--- config.mk ---
export PLATFORM = sky130hd
export DESIGN_NAME = paddle_emulator
export DESIGN_NICKNAME = d
export VERILOG_FILES = /design/src/rtl/paddle_emulator_pkg.sv /design/src/rtl/paddle_emulator_channel.sv /design/src/rtl/paddle_emulator.sv
export SDC_FILE = /design/constraint.sdc
export NUM_CORES = 1
export LEC_CHECK = 0
export ABC_AREA = 1
export BUFFER_PORTS_ARGS = -buffer_cell sky130_fd_sc_hd__buf_2
export CORE_MARGIN = 2
export CORE_UTILIZATION = 51
export CTS_CLUSTER_SIZE = 8
export DETAILED_ROUTE_END_ITERATION = 10
export PLACE_DENSITY = 0.83
export SETUP_SLACK_MARGIN = 0.05
export SLEW_MARGIN = 10
export SYNTH_ARGS = -nofsm -noshare
export SYNTH_HDL_FRONTEND = slang
export SYNTH_SLANG_ARGS = --single-unit
--- constraint.sdc ---
create_clock -name clk -period 1.6 [get_ports clk]
set_input_delay 0.16 -clock clk [delete_from_list [all_inputs] [get_ports clk]]
set_output_delay 0.16 -clock clk [all_outputs]
set_load 0.02 [all_outputs]
--- src/rtl/paddle_emulator_pkg.sv ---
// rtl/paddle_emulator_pkg.sv - shared channel state encoding, clamp helper and defaults
package paddle_emulator_pkg;

    typedef enum logic [1:0] {
        ST_IDLE      = 2'd0,
        ST_ARMED     = 2'd1,
        ST_FIRED     = 2'd2,
        ST_DISCHARGE = 2'd3
    } chan_state_t;

    localparam int DISCHARGE_LINE_DEFAULT = 256;

    function automatic logic [7:0] clamp_pos(input logic [7:0] pos,
                                             input logic [7:0] lo,
                                             input logic [7:0] hi);
        if (pos < lo) return lo;
        if (pos > hi) return hi;
        return pos;
    endfunction

endpackage

--- src/rtl/paddle_emulator_channel.sv ---
// rtl/paddle_emulator_channel.sv - one emulated paddle: pending/committed position and pulse FSM
module paddle_channel
    import paddle_emulator_pkg::*;
#(
    parameter int RESET_POS      = 128,
    parameter int PADDLE_MIN     = 0,
    parameter int PADDLE_MAX     = 239,
    parameter int DISCHARGE_LINE = DISCHARGE_LINE_DEFAULT
) (
    input  logic       clk,
    input  logic       reset,
    input  logic [8:0] vpos,
    input  logic       fs_cond,
    input  logic [7:0] pos,
    input  logic       load,
    output logic       paddle
);

    localparam logic [7:0] RESET_VAL = 8'(RESET_POS);
    localparam logic [7:0] MIN_VAL   = 8'(PADDLE_MIN);
    localparam logic [7:0] MAX_VAL   = 8'(PADDLE_MAX);
    localparam logic [8:0] DIS_VAL   = 9'(DISCHARGE_LINE);

    chan_state_t state;
    chan_state_t next_state;
    logic [7:0]  pending;
    logic [7:0]  committed;
    logic [7:0]  load_val;

    assign load_val = clamp_pos(pos, MIN_VAL, MAX_VAL);

    // A load landing on the frame-start cycle takes effect in that same frame.
    always_ff @(posedge clk or negedge reset) begin
        if (!reset) begin
            pending   <= RESET_VAL;
            committed <= RESET_VAL;
        end else begin
            if (load) pending <= load_val;
            if (fs_cond) committed <= load ? load_val : pending;
        end
    end

    always_ff @(posedge clk or negedge reset) begin
        if (!reset) state <= ST_IDLE;
        else        state <= next_state;
    end

    always_comb begin
        next_state = state;
        case (state)
            ST_IDLE: begin
                if (fs_cond) next_state = ST_ARMED;
            end
            ST_ARMED: begin
                if (!fs_cond && !vpos[8] && (vpos[7:0] >= committed)) next_state = ST_FIRED;
            end
            ST_FIRED: begin
                if (fs_cond)              next_state = ST_ARMED;
                else if (vpos >= DIS_VAL) next_state = ST_DISCHARGE;
            end
            ST_DISCHARGE: begin
                if (fs_cond) next_state = ST_ARMED;
            end
            default: next_state = ST_IDLE;
        endcase
    end

    always_comb begin
        paddle = (state == ST_FIRED);
    end

endmodule

--- src/rtl/paddle_emulator.sv ---
// rtl/paddle_emulator.sv - scanline-timed horizontal/vertical paddle pulse emulator
module paddle_emulator
    import paddle_emulator_pkg::*;
#(
    parameter int RESET_POS      = 128,
    parameter int PADDLE_MIN     = 0,
    parameter int PADDLE_MAX     = 239,
    parameter int DISCHARGE_LINE = DISCHARGE_LINE_DEFAULT
) (
    input  logic       clk,
    input  logic       reset,
    input  logic [8:0] vpos,
    input  logic [7:0] pos_x,
    input  logic       load_x,
    input  logic [7:0] pos_y,
    input  logic       load_y,
    output logic       hpaddle,
    output logic       vpaddle,
    output logic       frame_start
);

    logic [8:0] prev_vpos;
    logic       fs_cond;

    // New frame is the wrap back to line 0, not merely sitting on line 0.
    assign fs_cond = (vpos == 9'd0) && (prev_vpos != 9'd0);

    always_ff @(posedge clk or negedge reset) begin
        if (!reset) begin
            prev_vpos   <= 9'd0;
            frame_start <= 1'b0;
        end else begin
            prev_vpos   <= vpos;
            frame_start <= fs_cond;
        end
    end

    paddle_channel #(
        .RESET_POS      (RESET_POS),
        .PADDLE_MIN     (PADDLE_MIN),
        .PADDLE_MAX     (PADDLE_MAX),
        .DISCHARGE_LINE (DISCHARGE_LINE)
    ) u_chan_x (
        .clk     (clk),
        .reset   (reset),
        .vpos    (vpos),
        .fs_cond (fs_cond),
        .pos     (pos_x),
        .load    (load_x),
        .paddle  (hpaddle)
    );

    paddle_channel #(
        .RESET_POS      (RESET_POS),
        .PADDLE_MIN     (PADDLE_MIN),
        .PADDLE_MAX     (PADDLE_MAX),
        .DISCHARGE_LINE (DISCHARGE_LINE)
    ) u_chan_y (
        .clk     (clk),
        .reset   (reset),
        .vpos    (vpos),
        .fs_cond (fs_cond),
        .pos     (pos_y),
        .load    (load_y),
        .paddle  (vpaddle)
    );

endmodule

## Yosys cells after proc, flatten, opt, wreduce, memory -nomap -nowiden

Cells that the tools add are included.

- Bits in registers: 46
- Bits of input ports: 29
- Output and inout bits: 3
- Logic and storage cells: 64

- Order comparisons: 7
- Eq/ne operators: 12
- Muxes and demuxes: 23
- Reduce and logical (&&, ||, !) cells: 14

Operators with widths:

| cell | number |
|---|---|
| 8-bit two-way mux | 10 |
| 8-bit greater-or-equal comparator | 2 |
| 8-bit > comparator, second input constant | 2 |
| 8-bit by 1-bit < comparator with 1-bit output, second input constant | 2 |
| 2-bit case mux with 3 select lines | 2 |
| 2-bit two-way mux | 5 |
| 9-bit greater-or-equal comparator, second input constant | 1 |
| 9-bit zero test | 1 |
| 9-bit nonzero test | 1 |
| 2-bit equality test, second input constant | 4 |
| 2-bit by 1-bit inequality test with 1-bit output, second input constant | 4 |
| 1-bit two-way mux | 6 |
| 3-bit by 1-bit inequality test with 1-bit output, second input constant | 2 |
| 3-bit AND reduction | 2 |
| 2-bit by 1-bit equality test with 1-bit output, second input constant | 2 |
| 1-bit logical AND | 4 |
| 2-bit zero test | 2 |
| 2-bit OR reduction | 2 |
| 1-bit zero test | 2 |

## Logic depth before layout (Yosys ltp)

Gate-level depths: netlist of run 1.

- Depth in word-level cells: 7
- Mapped depth: 13
- Mapped depth without buffers: 13

## Hierarchy

Synthesis of run 1 repeated with hierarchy kept, for this count alone.

- Cells, all modules: 262
- Area, all modules: 2363.5 µm²

Modules (own cells, without submodules):

| module | instances | cells each | area each (µm²) | sequential area each (µm²) |
|---|---|---|---|---|
| paddle_channel | 2 | 118 | 1018.5 | 452.9 |
| paddle_emulator | 1 | 26 | 326.6 | 250.2 |

## Worst setup path before layout of run 1

No wires, ideal clock.

- Path kind: register to register
- Start point: register u_chan_x.committed[7]
- End point: register u_chan_x.state[0]
- Library setup time: 0.117 ns
- Data arrival time: 1.385 ns
- Data required time: 1.483 ns
- Path slack: 0.097 ns
- Stages on the path, launching flop included: 11
- Buffers on the path: 0
- Clock period less this slack: 1.503 ns
- Cells stage by stage: dfstp_2 -> inv_1 -> ha_1 -> nand2_1 -> o21a_1 -> nand2_1 -> nand2_1 -> nand2_2 -> nand3_2 -> nand2_1 -> nand2_1

- Cells in the longest elaborated chain, start to end: 4

RTL lines:

| item | line | text |
|---|---|---|
| start: declaration | paddle_emulator_channel.sv:27 | `logic [7:0] committed;` |
| start signal: assignment | paddle_emulator_channel.sv:39 | `if (fs_cond) committed <= load ? load_val : pending;` |
| 8-bit greater-or-equal comparator | paddle_emulator_channel.sv:55 | `if (!fs_cond && !vpos[8] && (vpos[7:0] >= committed)) next_state = ST_FIRED;` |
| 1-bit logical AND | paddle_emulator_channel.sv:55 |  |
| 2-bit by 1-bit inequality test with 1-bit output (no source line) | -- |  |
| 3-bit AND reduction (no source line) | -- |  |
| end signal: assignment | paddle_emulator_channel.sv:45 | `else state <= next_state;` |
| end: declaration | paddle_emulator_channel.sv:24 | `chan_state_t state;` |

No other way between the ends.
A chain may end at the register's enable or synchronous reset.

## Final worst setup path of run 1

- Start point: register u_chan_y.committed[7]
- End point: register u_chan_y.state[0]

- Cells in the longest elaborated chain, start to end: 4

RTL lines:

| item | line |
|---|---|
| start: declaration | paddle_emulator_channel.sv:27 |
| start signal: assignment | paddle_emulator_channel.sv:39 |
| 8-bit greater-or-equal comparator | paddle_emulator_channel.sv:55 |
| 1-bit logical AND | paddle_emulator_channel.sv:55 |
| 2-bit by 1-bit inequality test with 1-bit output (no source line) | -- |
| 3-bit AND reduction (no source line) | -- |
| end signal: assignment | paddle_emulator_channel.sv:45 |
| end: declaration | paddle_emulator_channel.sv:24 |

No other way between the ends.

==> summary.md, run 1 <==
| Metric | Value |
|---|---|
| Gpl congestion | `0.812` |
| Slew Viols, Final | `0` |
| Pre-antenna DRT Iters | `4` |
| Seq pwr share | `0.446` |
| Status | `finished, final reports clean` |
| Endpoints failing setup | `0` |
| Ranking of synthesized cells by area | `dfrtp_1, ha_1, nand2_1` |
| Most common cell after layout, fill and taps aside | `nand2_1` |
| Synth Cell Area | `~2400 um2` |
| Syn Nets | `between 300 and 400` |
| Worst slew pin tran | `0.503 ns` |
| Sink Count | `46` |
| Post-synth EDFFs | `0` |
| DIE WIDTH | `~70 um` |
| Iter 0 DRT Violations | `between 90 and 100` |
| P_leak | `around 1.4 nW` |
| Post-synthesis sequential area ratio | `0.490` |
| DRC | `0` |
| Syn Area/Cell | `about 9.4 um2` |
| CTS tree | `yes` |
| RSZ-0062 raised after global routing | `yes` |
| Fill cell count | `350` |
| Switch share | `0.309` |
| Slew headroom | `0.664` |
| Largest net degree at the start of global routing | `27` |
| Placed cell area | `roughly 2600 um2` |
| Drt total wl | `roughly 4.3 mm` |
| Setup TNS | `0 ns` |
| Top Ports | `32` |
| Initial core utilization | `0.535` |
| CP max FO | `3` |
| Yosys top cell area share | `0.445` |
| Worst Skew | `about 0.011 ns` |
| P_sw | `around 960 uW` |
| Final hold vios | `0` |
| Gr ovfl total | `0` |
| Post-route cell area | `~2800 um2` |
| Setup crit end kind | `flip-flop` |
| Clock-pin slew on the worst setup and hold paths | `around 0.090 ns` |
| First-pass GRT wire length | `7.57 mm` |
| Crit path arrival time | `1.74 ns` |
| Synth cell types | `25` |
| Min-delay worst type | `primary input to flip-flop` |
| TritonCTS Buffers | `5` |
| Layout area overhead | `18.3%` |
| Root Driver | `clkbuf_8` |
| Critical path class | `flip-flop to flip-flop` |
| Combinational Power Share | `0.282` |
| Final #Nets | `342` |
| Initial antenna violation count | `0` |
| Die area | `5190 um2` |
| Core Box Area | `about 4400 um2` |
| Ys Warns | `0` |
| ANT nets after route | `0` |
| Mapped Cells | `about 250` |
| Top FF cell, synth | `dfrtp_1` |
| FMAX | `around 0.65 GHz` |
| Cells after DPL | `roughly 340` |
| Asr flop ratio synth | `1.00` |
| Vias in the first global route | `between 1,500 and 2,000` |
| Pwr/cell area | `approximately 1100 nW/um2` |
| Skew-Pair Late Insertion Delay | `around 0.3 ns` |
| Fin cells | `roughly 350` |
| Tcrit/Tclk final | `0.968` |
| Diode count | `0` |
| DP HPWL | `3.25 mm` |
| Clk network pwr share | `0.272` |
| Most frequent cells in the layout | `nand2_1, dfrtp_1, inv_1` |
| Wire per inst | `about 12 um` |
| Die H | `roughly 72 um` |
| Yosys reg bits | `46` |
| Layout cell share with drive strength beyond 1 | `0.313` |
| Startpoint Class | `flip-flop` |
| Fin crit period | `approximately 1.5 ns` |
| Max Cap Violations | `0` |
| Final Hold Slack | `between 0.004 and 0.005 ns` |
| H-tree depth | `2` |
| Clock Tree Buf Depth | `2` |
| Area leader, netlist | `dfrtp_1` |
| Via density | `roughly 4.9` |
| Int Pwr | `approximately 2.1 mW` |
| Gr usage total | `0.188` |
| Worst EP required | `approximately 1.8 ns` |
| Total number of vias | `between 1,500 and 2,000` |
| Row count | `24` |
| Worst vdd ir | `approximately 510 uV` |
| PortBufs | `31` |
| Total power | `a little over 3 mW` |
[repair_timing]
item,CTS,global route
pin swaps,4,11
endpoints found under the setup margin,4,11
hold buffers,1,0
endpoints found under the hold margin,17,0
resized for setup,6,9
buffers inserted,2,0
[power groups by stage]
| stage | Sequential [mW] | Clock (mW) | Combinational, mW |
|---|---|---|---|
| 6_report | 1.38 | 0.843 | 0.874 |
| 5_1_grt | 1.40 | 0.895 | 1.00 |
| 4_1_cts | 1.38 | 0.859 | 0.856 |
| 3_5_place_dp | 1.40 | 0 | 0.841 |
| 3_3_place_gp | 1.40 | 0 | 0.800 |
| 2_1_floorplan | 1.38 | 0 | 0.634 |
[cell usage after synthesis, types with 3 or more instances]
master,n
dfstp_2,4
a31oi_1,8
nand4_1,6
nand2_1,61
o21ai_2,14
nor2_1,23
buf_6,3
dfrtp_1,42
nand2_2,4
inv_1,41
mux2_2,6
ha_1,20
[cell families (layout without fill, tap and decap cells)]
logic type | Yosys count | count (layout) | share of synthesized area
AND/OR/NAND/NOR | 102 | 102 | 0.189
AO/OA/AOI/OAI | 31 | 31 | 0.101
flip-flops | 46 | 46 | 0.490
buffers and inverters | 47 | 89 | 0.0853
adder cells (fa/ha/maj) | 20 | 20 | 0.106
multiplexers | 6 | 6 | 0.0286
[worst max-delay path, cell delays in order (launching register included)]
cell     delay (ns)
dfstp_2        0.53
inv_2          0.04
ha_4           0.26
nand2_2        0.05
o21a_1         0.18
nand2_1        0.06
nand2_1        0.06
nand2_2        0.09
nand3_2        0.07
nand2_1        0.06
nand2_1        0.05
[final timing paths]
check | from | slack, ns | endpoint | depth (start not counted)
max | u_chan_y.committed[7] | 0.05 | u_chan_y.state[0] | 10
min | vpos[0] | 0.005 | prev_vpos[0] | 1
max reg2reg | u_chan_y.committed[7] | 0.05 | u_chan_y.state[0] | 10
min reg2reg | u_chan_x.committed[0] | 0.49 | u_chan_x.committed[0] | 2
max in group asynchronous | reset | 0.65 | u_chan_x.pending[7] | 3
min in group asynchronous | reset | 0.36 | u_chan_y.state[1] | 2
[routing by layer]
metal	wire, um	up-vias	track usage
met5	0	-	0
met4	64	0	0.0755
met3	146	5	0.0292
met2	2150	34	0.321
met1	1960	795	0.239
li1	-	877	-
[registers in the layout (all words and copies together) (netlist names)]
register,flops
u_chan_y.committed,8
u_chan_x.pending,8
u_chan_y.state,2
u_chan_y.pending,8
u_chan_x.committed,8
frame_start,1
u_chan_x.state,2
prev_vpos,9
[per-stage QoR]
stage,setup slack (ns),utilization
after CTS,0.0532,0.626
after floorplan,0.0974,-
final,0.0507,0.633
after global placement,0.0588,0.589
after detailed placement,0.0188,0.589
after global routing,-0.0484,0.633
[cell type report]
class / instances / area (um2) / area share
clock buffers: 7 / 76.3 / 0.0273
inverters: 42 / 160 / 0.0573
multi-input cells: 159 / 1060 / 0.381
flip-flops and latches: 46 / 1160 / 0.414
clock inverters: 1 / 30.0 / 0.0107
repair buffers: 39 / 243 / 0.0869
well taps: 52 / 65.1 / 0.0233
No activity file was read; power rests on OpenSTA's default activity.
==> inputs of run 2 (changes only) <==
- CORE_MARGIN: 2 -> 3
- RECOVER_POWER: unset -> 100
==> summary.md, run 2 (synthesized netlist as in run 1, its figures left out) <==
| Metric | Value |
|---|---|
| Status | `finished, final reports clean` |
| Worst vdd ir | `612 uV (+21%)` |
| Switch share | `0.330 (+0.0212)` |
| RSZ-0062 raised after global routing | `yes` |
| Multi-input gate area | `1050 um2 (-1.2%)` |
| Die H | `74.0 um (+2.8%)` |
| Die area | `5480 um2 (+5.6%)` |
| Startpoint Class | `flip-flop` |
| Initial core utilization | `0.535 (unchanged)` |
| Slew Viols, Final | `0 (unchanged)` |
| H-tree depth | `2 (unchanged)` |
| Via density | `5.02 (+1.5%)` |
| R2R setup slack | `0.001 ns (-0.05 ns)` |
| Layout area overhead | `14.9%` |
| Crit-path slowest cell | `dfstp_2` |
| Number of flip-flops in the largest register | `9 (unchanged)` |
| Slew headroom | `0.212 (-0.452)` |
| Worst path max stage delay | `0.54 ns (about the same)` |
| ANT nets after route | `0 (unchanged)` |
| Fin cells | `345 (-0.29%)` |
| Fill cell count | `355 (+1.4%)` |
| Top Ports | `32 (unchanged)` |
| CP Cell Sequence | `inv_2, ha_4, nand2_2, inv_2, nor2_2, o21a_1, nand2_1, nand2_1, nand2_2, nand3_2, nand2_1, nand2_1` |
| Min-delay worst type | `primary input to flip-flop` |
| Setup crit end kind | `flip-flop` |
| Vias in the first global route | `1,660 (-3.2%)` |
| CP max FO | `3 (unchanged)` |
| Int Pwr | `1.97 mW (-8.3%)` |
| Seq pwr share | `0.472 (+0.026)` |
| Clk network pwr share | `0.234 (-0.038)` |
| CTS tree | `yes` |
| P_leak | `1.39 nW (-3.6%)` |
| Sink Count | `46 (unchanged)` |
| Top delay family on crit path | `flip-flops` |
| Endpoints failing setup | `0 (unchanged)` |
| FMAX | `0.625 GHz (-3.1%)` |
| Pwr/cell area | `1080 nW/um2 (-2.6%)` |
| Root Driver | `clkbuf_8` |
| Clock-pin slew on the worst setup and hold paths | `0.08 ns (about the same)` |
| DIE WIDTH | `74.0 um (+2.8%)` |
| Most common cell after layout, fill and taps aside | `nand2_1` |
| Register area | `1160 um2 (unchanged)` |
| Most frequent cells in the layout | `nand2_1, dfrtp_1, inv_1` |
| P_sw | `967 uW (+1.1%)` |
| Pre-antenna DRT Iters | `5 (+1)` |
| Wire per inst | `13.0 um (+3.9%)` |
| Critical path class | `flip-flop to flip-flop` |
| Combinational Power Share | `0.295 (+0.013)` |
| Total power | `2.93 mW (-5.4%)` |
| Critical path buffer and inverter count | `2 (+1)` |
| Core Box Area | `4410 um2 (unchanged)` |
| Row count | `24 (unchanged)` |
| Layout cell share with drive strength beyond 1 | `0.249 (-0.0638)` |
| Gr usage total | `0.180 (-0.00809)` |
| First-pass GRT wire length | `7.45 mm (-1.6%)` |
| Final hold vios | `0 (unchanged)` |
| Cell mode on critical path | `nand2_1` |
| TritonCTS Buffers | `5 (unchanged)` |
| Clock Tree Buf Depth | `2 (unchanged)` |
| Fin crit period | `1.60 ns (+0.0496 ns)` |
| Worst Skew | `0.0136 ns (+0.00263 ns)` |
| DRC | `0 (unchanged)` |
| Initial antenna violation count | `0 (unchanged)` |
| PortBufs | `31 (unchanged)` |
| Worst slew pin tran | `1.18 ns (+0.679 ns)` |
| Diode count | `0 (unchanged)` |
| Gpl congestion | `0.805 (-0.85%)` |
| Crit path arrival time | `1.78 ns (+0.04 ns)` |
| Drt total wl | `4.47 mm (+3.6%)` |
| Worst EP required | `1.78 ns (-0.02 ns)` |
| Total number of vias | `1,732 (+1.2%)` |
| Final #Nets | `341 (-0.29%)` |
| Largest net degree at the start of global routing | `27 (unchanged)` |
| DP HPWL | `3.31 mm (+1.9%)` |
| Tcrit/Tclk final | `0.999 (+0.0310)` |
| Iter 0 DRT Violations | `106 (+14%)` |
| Gr ovfl total | `0 (unchanged)` |
| Most flops, register | `prev_vpos` |
| Setup TNS | `0 ns (unchanged)` |
| Skew-Pair Late Insertion Delay | `0.30 ns (about the same)` |
| Max Cap Violations | `0 (unchanged)` |
| Cells after DPL | `334 (-0.30%)` |
## run 2: cell count changes in the layout (fill, tap and decap cells not counted), sizes merged
| cell | before | now |
|---|---|---|
| buf | 38 | 26 |
| clkbuf | 7 | 18 |
| bufinv | 1 | 0 |
| clkinvlp | 0 | 1 |
## run 2: layout make-up
type,count,share of cell area
inverter,42,0.0581
timing repair buffer,38,0.0738
clock buffer,7,0.0281
multi-input combinational,159,0.387
sequential,46,0.426
clock inverter,1,0.00277
tap,52,0.0240
## run 2: power groups by stage
stage	combinational [mW]	clock [mW]	sequential (mW)
final	0.864	0.686	1.38
after global routing	0.980	0.746	1.40
after CTS	0.873	0.701	1.38
after detailed placement	0.847	0	1.40
after global placement	0.801	0	1.40
after floorplan	0.634	0	1.38
## run 2: through the flow
| stage | hold slack [ns] | cell area, um2 | setup WS, ns | util |
|---|---|---|---|---|
| floorplan | -0.136 | 2360 | 0.0974 | - |
| global placement | 0.155 | 2590 | 0.0597 | 0.587 |
| detailed placement | 0.163 | 2590 | -0.0137 | 0.587 |
| CTS | 0.00301 | 2750 | 0.0370 | 0.622 |
| global route | 0.0169 | 2710 | -0.0976 | 0.615 |
| finish | 0.0139 | 2710 | 0.00114 | 0.615 |
## run 2: repair_timing
item,CTS,global route
pin swaps,8,2
hold buffers,1,0
setup buffers,2,0
endpoints found under the setup margin,4,4
resized for setup,9,2
hold endpoints to repair,17,0
gates cloned,0,0
## run 2: final timing paths
path	startpoint	cells past startpoint	end
worst max-delay path	u_chan_x.committed[7]	12	u_chan_x.state[1]
worst min-delay path	vpos[0]	1	prev_vpos[0]
worst max register to register	u_chan_x.committed[7]	12	u_chan_x.state[1]
worst min register to register	u_chan_x.committed[0]	2	u_chan_x.committed[0]
max in group asynchronous	reset	3	u_chan_x.pending[7]
min in group asynchronous	reset	2	u_chan_y.state[0]
## run 2: layer usage
metal | GRT usage | vias up | share of wire | wire (um)
met1 | 0.233 | 803 | 0.45 | 2000
met2 | 0.296 | 40 | 0.48 | 2160
met4 | 0.0624 | 0 | 0.020 | 89
met5 | 0 | - | 0 | 0
met3 | 0.0405 | 12 | 0.049 | 219
li1 | - | 877 | - | -
